File: src/rtl/systolic_drain.sv
// Output-side collector for the systolic array: de-skews y_stream columns into aligned rows,
// buffers them in a small FIFO and hands them downstream on a valid/ready handshake.
module systolic_drain #(
  parameter int unsigned data_size = 8,
  parameter int unsigned size      = 3,
  parameter int unsigned latency   = 3,
  parameter int unsigned depth     = 4
) (
  input  logic                      clk,
  input  logic                      reset,
  input  logic                      start,
  input  logic [7:0]                rows,
  input  logic [data_size*size-1:0] y_stream,
  output logic [data_size*size-1:0] out_row,
  output logic                      out_valid,
  input  logic                      out_ready,
  output logic                      busy,
  output logic                      done,
  output logic                      overflow
);

  localparam int unsigned RowW       = data_size * size;
  localparam int unsigned AddrW      = (depth > 1) ? $clog2(depth) : 1;
  localparam int unsigned CountW     = AddrW + 1;
  localparam int unsigned WaitCycles = latency + size - 1;
  localparam int unsigned WaitLast   = (WaitCycles >= 2) ? WaitCycles - 2 : 0;

  typedef enum logic [1:0] {StIdle, StWait, StCapture, StDrain} state_e;

  state_e              state_q, state_d;
  logic [7:0]          rows_q, rows_d;
  logic [7:0]          cap_q, cap_d;
  logic [15:0]         wait_q, wait_d;
  logic                done_q, done_d;
  logic                ovf_q, ovf_d;
  logic [RowW-1:0]     mem_q [depth];
  logic [RowW-1:0]     mem_d [depth];
  logic [AddrW-1:0]    wr_q, wr_d, rd_q, rd_d;
  logic [CountW-1:0]   count_q, count_d;
  logic [RowW-1:0]     aligned_row;
  logic                push, pop, full, push_ok;

  // Column c lags column 0 by c cycles, so it is held back size-1-c stages to line up.
  for (genvar c = 0; c < size; c++) begin : g_col
    localparam int unsigned Stages = size - 1 - c;
    logic [data_size-1:0] col_in;
    assign col_in = y_stream[(size-c)*data_size-1 -: data_size];

    if (Stages == 0) begin : g_direct
      assign aligned_row[(size-c)*data_size-1 -: data_size] = col_in;
    end else begin : g_dly
      logic [data_size-1:0] dly_q [Stages];
      logic [data_size-1:0] dly_d [Stages];

      always_comb begin
        dly_d[0] = col_in;
        for (int k = 1; k < Stages; k++) dly_d[k] = dly_q[k-1];
      end

      always_ff @(posedge clk) begin
        if (reset) begin
          for (int k = 0; k < Stages; k++) dly_q[k] <= '0;
        end else begin
          dly_q <= dly_d;
        end
      end

      assign aligned_row[(size-c)*data_size-1 -: data_size] = dly_q[Stages-1];
    end
  end

  assign out_valid = (count_q != '0);
  assign out_row   = out_valid ? mem_q[rd_q] : '0;
  assign busy      = (state_q != StIdle);
  assign done      = done_q;
  assign overflow  = ovf_q;

  assign push    = (state_q == StCapture);
  assign pop     = out_valid && out_ready;
  assign full    = (count_q == CountW'(depth));
  // A pop on the same edge frees the slot, so a full FIFO still accepts the push.
  assign push_ok = push && (!full || pop);

  always_comb begin
    state_d = state_q;
    rows_d  = rows_q;
    cap_d   = cap_q;
    wait_d  = wait_q;
    done_d  = 1'b0;
    ovf_d   = ovf_q;
    mem_d   = mem_q;
    wr_d    = wr_q;
    rd_d    = rd_q;

    if (push && full && !pop) ovf_d = 1'b1;
    if (push_ok) begin
      mem_d[wr_q] = aligned_row;
      wr_d        = wr_q + 1'b1;
    end
    if (pop) rd_d = rd_q + 1'b1;
    count_d = count_q + CountW'(push_ok) - CountW'(pop);

    case (state_q)
      StIdle: begin
        if (start) begin
          if (rows == 8'd0) begin
            done_d = 1'b1;
          end else begin
            rows_d  = rows;
            ovf_d   = 1'b0;
            cap_d   = 8'd0;
            wait_d  = 16'd0;
            state_d = (WaitCycles >= 2) ? StWait : StCapture;
          end
        end
      end
      StWait: begin
        if (wait_q == 16'(WaitLast)) state_d = StCapture;
        else                         wait_d  = wait_q + 16'd1;
      end
      StCapture: begin
        if (cap_q == rows_q - 8'd1) state_d = StDrain;
        else                        cap_d   = cap_q + 8'd1;
      end
      StDrain: begin
        if (count_d == '0) begin
          done_d  = 1'b1;
          state_d = StIdle;
        end
      end
      default: state_d = StIdle;
    endcase
  end

  always_ff @(posedge clk) begin
    if (reset) begin
      state_q <= StIdle;
      rows_q  <= 8'd0;
      cap_q   <= 8'd0;
      wait_q  <= 16'd0;
      done_q  <= 1'b0;
      ovf_q   <= 1'b0;
      wr_q    <= '0;
      rd_q    <= '0;
      count_q <= '0;
      for (int i = 0; i < depth; i++) mem_q[i] <= '0;
    end else begin
      state_q <= state_d;
      rows_q  <= rows_d;
      cap_q   <= cap_d;
      wait_q  <= wait_d;
      done_q  <= done_d;
      ovf_q   <= ovf_d;
      wr_q    <= wr_d;
      rd_q    <= rd_d;
      count_q <= count_d;
      mem_q   <= mem_d;
    end
  end

endmodule

File: config.mk
export PLATFORM = sky130hd
export DESIGN_NAME = systolic_drain
export DESIGN_NICKNAME = d
export VERILOG_FILES = /design/src/rtl/systolic_drain.sv
export SDC_FILE = /design/constraint.sdc
export NUM_CORES = 1
export LEC_CHECK = 0
export ABC_AREA = 1
export BUFFER_PORTS_ARGS = -buffer_cell sky130_fd_sc_hd__buf_4
export CELL_PAD_IN_SITES_DETAIL_PLACEMENT = 2
export CELL_PAD_IN_SITES_GLOBAL_PLACEMENT = 2
export CORE_AREA = 4 4 147 149
export CTS_CLUSTER_SIZE = 30
export DETAILED_ROUTE_END_ITERATION = 10
export DIE_AREA = 0 0 151 153
export GPL_ROUTABILITY_DRIVEN = 0
export HOLD_SLACK_MARGIN = 0.12
export PLACE_DENSITY_LB_ADDON = 0.1
export SLEW_MARGIN = 20
export SYNTH_ARGS = -nofsm -noshare
export SYNTH_HDL_FRONTEND = slang
export SYNTH_SLANG_ARGS = --single-unit
File: constraint.sdc
create_clock -name clk -period 8.4 [get_ports clk]
set_clock_uncertainty 0.2 [all_clocks]
set_input_delay 1.68 -clock clk [delete_from_list [all_inputs] [get_ports clk]]
set_output_delay 1.68 -clock clk [all_outputs]
set_load 0.05 [all_outputs]
==> run summary <==
The worst slack on hold paths came out at 207 ps. The master cell of the clock root buffer is clkbuf_16. Setup violations remaining at the end of the flow were counted as 0. The critical path arrival came out at 3700 ps. The floorplan has 52 rows. The deepest clock path buffer count is 2.

The count of TritonRoute iterations in the first routing pass came out at 4. The fill cell instance count of the final layout is 2420. The max-cap violation count came out at 0.

The later pin in the worst-skew pair is clocked with a latency of 430 ps. The switching portion of total power is 41.1%. The worst hold path begins at g_col[0].g_dly.dly_d[5]. The fraction of layout instances using a drive strength above 1 came out at 11.7%. The critical-path maximum fanout is 26. The highest achievable clock rate came out at 0.179 GHz. The cell repeated most along the worst path is a21oi_1. The initial antenna violation count came out at 0. The end of the worst register-to-register path is mem_q[25]. The netlist area before placement came out at about 7500 um2.

The number of setup buffers added after CTS is 0. The remaining routing DRC violations is 0. The startpoint identified for the worst register-to-register timing path is state_q[0]. The TritonCTS clock tree is yes. The first-pass GRT wire length came out at 39.4 mm. Setup repair after global routing left no endpoint under its margin.

After clock tree synthesis, the clock-pin slew on the worst setup and hold paths is about 70 ps. The standby leakage power is 0.00322 uW. The worst path uses ~66% of the clock period. The area taken by multi-input logic gates is 3420 um2.

The gate count after technology mapping is about 1000. The total of buffers placed on input and output ports is 63. After synthesis the netlist holds a flip-flop and latch count of 163. The final instance area is slightly below 9000 um2. The effective utilization at floorplan is 37.0%. The path class of the tightest hold or removal check is reg2reg. The count of inserted antenna diode cells is 0. The relative area change from synthesis to final layout came out at 15.8%. The worst setup path is captured at an output pin.

The fraction of power consumed by combinational cells is a little over a third. The total track usage came out at a little over a fifth. Leaving out fill and tap cells, the most frequent cell in the layout is a21oi_1. Counting instances, the worst hold path has a depth of 2. The count of pins over their slew limit is 0. The net count reported at finish is roughly 1100. The power per standard cell area is slightly above 300 nW/um2. The die covers between 20000 and 25000 um2.

The maximum number of pins on one net before global-route repair is between 50 and 60. The final antenna-violating net count came out at 0. The H-tree was split into 4 levels.

After clock tree synthesis, the repair step resized 0 gates. The internal power came out at 1580 uW. The power share of the sequential group came out at 33.7%. Across the VDD grid, the largest voltage drop is between 0.1 and 0.15 mV. The number of global-route vias before repair came out at 7572. The critical path class is reg2out. The biggest cell delay along the critical path came out at 1170 ps. Among all stages on the critical path, the largest delay is contributed by clkinv_1. The synthesized net count is between 1000 and 1500. The area taken by flip-flops and latches came out at 3260 um2. The total vias in the final route came out at 7046. The terminating pin of the worst hold path is aligned_row[21]. For the pin with the worst max-slew slack, the measured transition is between 1000 and 1500 ps. In the layout the commonest cells are 202 x a21oi_1, 162 x dfxtp_1, 135 x nand2_1. The flow ran to the end, and the final reports show no timing, DRC or antenna violations. Averaged over all synthesized cells, the footprint is 7.17 um2. The total of hold buffers inserted after clock tree synthesis is 0.

The die span in y is approximately 150 um. The relative slew slack is 27.1%. The die width is 151 um. The worst endpoint required time came out at between 6000 and 7000 ps.

The number of top-level design ports came out at 64. The critical path goes through clkinv_1 > a21oi_1 > o21ai_0 > a21oi_1 > buf_4. The clock net in this run drives a total of ~160 sinks. The total grt overflow is 0. The floorplan core area is roughly 20000 um2. The worst reg-to-reg path cell count is 8. STA classifies the critical path startpoint as a flop.

The Yosys warning count is 0. The total wirelength of the detailed-routed design is 23.2 mm. The portion of total power attributed to the clock network is 31.0%. Dividing the detail-routed wire length by the instance count gives 17.2 um. The slack of the worst reg-to-reg path is 4840 ps. After detailed routing, the number of vias per cell comes to 5.25. The clock period minus worst slack is 5580 ps. After synthesis, the netlist uses 35 different library cells. The sequential fraction of the synthesis area is between 40% and 50%. The analysis attributes to net switching a power of 1100 uW. The violation count after the first detailed-routing iteration came out at 225.

The final-report hold violation count is 0. The total negative setup slack is 0 ps. The half-perimeter wire length after detailed placement came out at 14.9 mm. Summing all placed instances gives a cell area of 8020 um2. The number of clock buffers added by TritonCTS is 17.
==> routing by layer <==
metal | global-route usage (%) | vias to the layer above | routed length [um] | share of wire (%)
met5 | 0 | - | 0 | 0
li1 | - | 3456 | - | -
met3 | 2.96 | 19 | 674 | 2.9
met4 | 4.58 | 0 | 223 | 0.96
met2 | 36.2 | 76 | 11400 | 49
met1 | 27.9 | 3495 | 10900 | 47
==> sequential cells by signal, summed over array words and instances (netlist names) <==
register and count:
g_col.g_dly.dly_d 8, state_q 2, count_q 3, wr_q 2, cap_q 8, overflow 1, aligned_row 8, rd_q 2
mem_q 96, g_col.g_dly.dly_q 8, wait_q 16, done 1, rows_q 8
==> cell usage after synthesis, drive strengths merged <==
master  count  area share, %
nand2     139            7.2
ha         13            2.2
a211oi      3           0.30
nor3       11           0.87
o21ai     119            8.0
clkbuf     40            2.0
nand3      85            5.9
a21oi     203             14
nor3b       2           0.20
xor2       14            1.6
o211ai      1           0.10
nor2       80            4.2
inv       122            6.1
dfxtp     163             44
nand4       6           0.50
clkinv      3           0.15
buf        29            2.2
xnor2       3           0.35
nor4        1          0.084
nand3b      2           0.20
fa          1           0.27
==> worst max-delay path, delay by kind of cell, from the launching register on <==
family                 cells  cell delay, ps
buffers and inverters      2            1440
flip-flops                 1            1050
AO/OA/AOI/OAI              3             790
==> worst max path at each step <==
| stage | start | to | slack [ps] | depth (start not counted) |
|---|---|---|---|---|
| 2_1_floorplan | out_ready | state_q[0] | 4540 | 15 |
| 3_3_place_gp | rd_q[1] | out_row[0] | 3380 | 5 |
| 3_5_place_dp | rd_q[1] | out_row[0] | 3340 | 5 |
| 4_1_cts | rd_q[1] | out_row[0] | 2860 | 5 |
| 5_1_grt | rd_q[1] | out_row[0] | 2590 | 5 |
| 6_report | rd_q[1] | out_row[0] | 2820 | 5 |
==> layout make-up <==
cell class | instances | area share, %
Multi-Input combinational cell | 683 | 39.5
Sequential cell | 163 | 37.8
Timing Repair Buffer | 71 | 6.17
Clock buffer | 17 | 4.92
Clock inverter | 14 | 2.24
Inverter | 125 | 5.43
Tap cell | 270 | 3.91
==> cells by family (layout without fill, tap and decap cells) <==
group                    after synthesis  after routing  synth area share (%)
AO/OA/AOI/OAI                        326            326                  22.1
flip-flops                           163            163                  43.7
buffers and inverters                194            227                  10.5
XOR/XNOR                              17             17                  2.00
adder cells (fa/ha/maj)               14             14                  2.45
AND/OR/NAND/NOR                      326            326                  19.2
==> power groups by stage <==
stage | Sequential (uW) | Combinational (uW) | Clock, uW
floorplan | 900 | 695 | 0
CTS | 902 | 964 | 846
finish | 902 | 946 | 831
global placement | 914 | 927 | 0
detailed placement | 918 | 949 | 0
global route | 913 | 1060 | 883
==> per-stage QoR <==
stage | utilization [%] | std cells | worst slack, ps | power [uW]
2_1_floorplan | - | 1040 | 4540 | 1590
3_3_place_gp | 39.8 | 1312 | 3380 | 1840
3_5_place_dp | 39.8 | 1312 | 3340 | 1870
4_1_cts | 42.8 | 1343 | 2860 | 2710
5_1_grt | 42.8 | 1343 | 2590 | 2850
6_report | 42.8 | 1343 | 2820 | 2680
(Power assumes the default switching activity.)
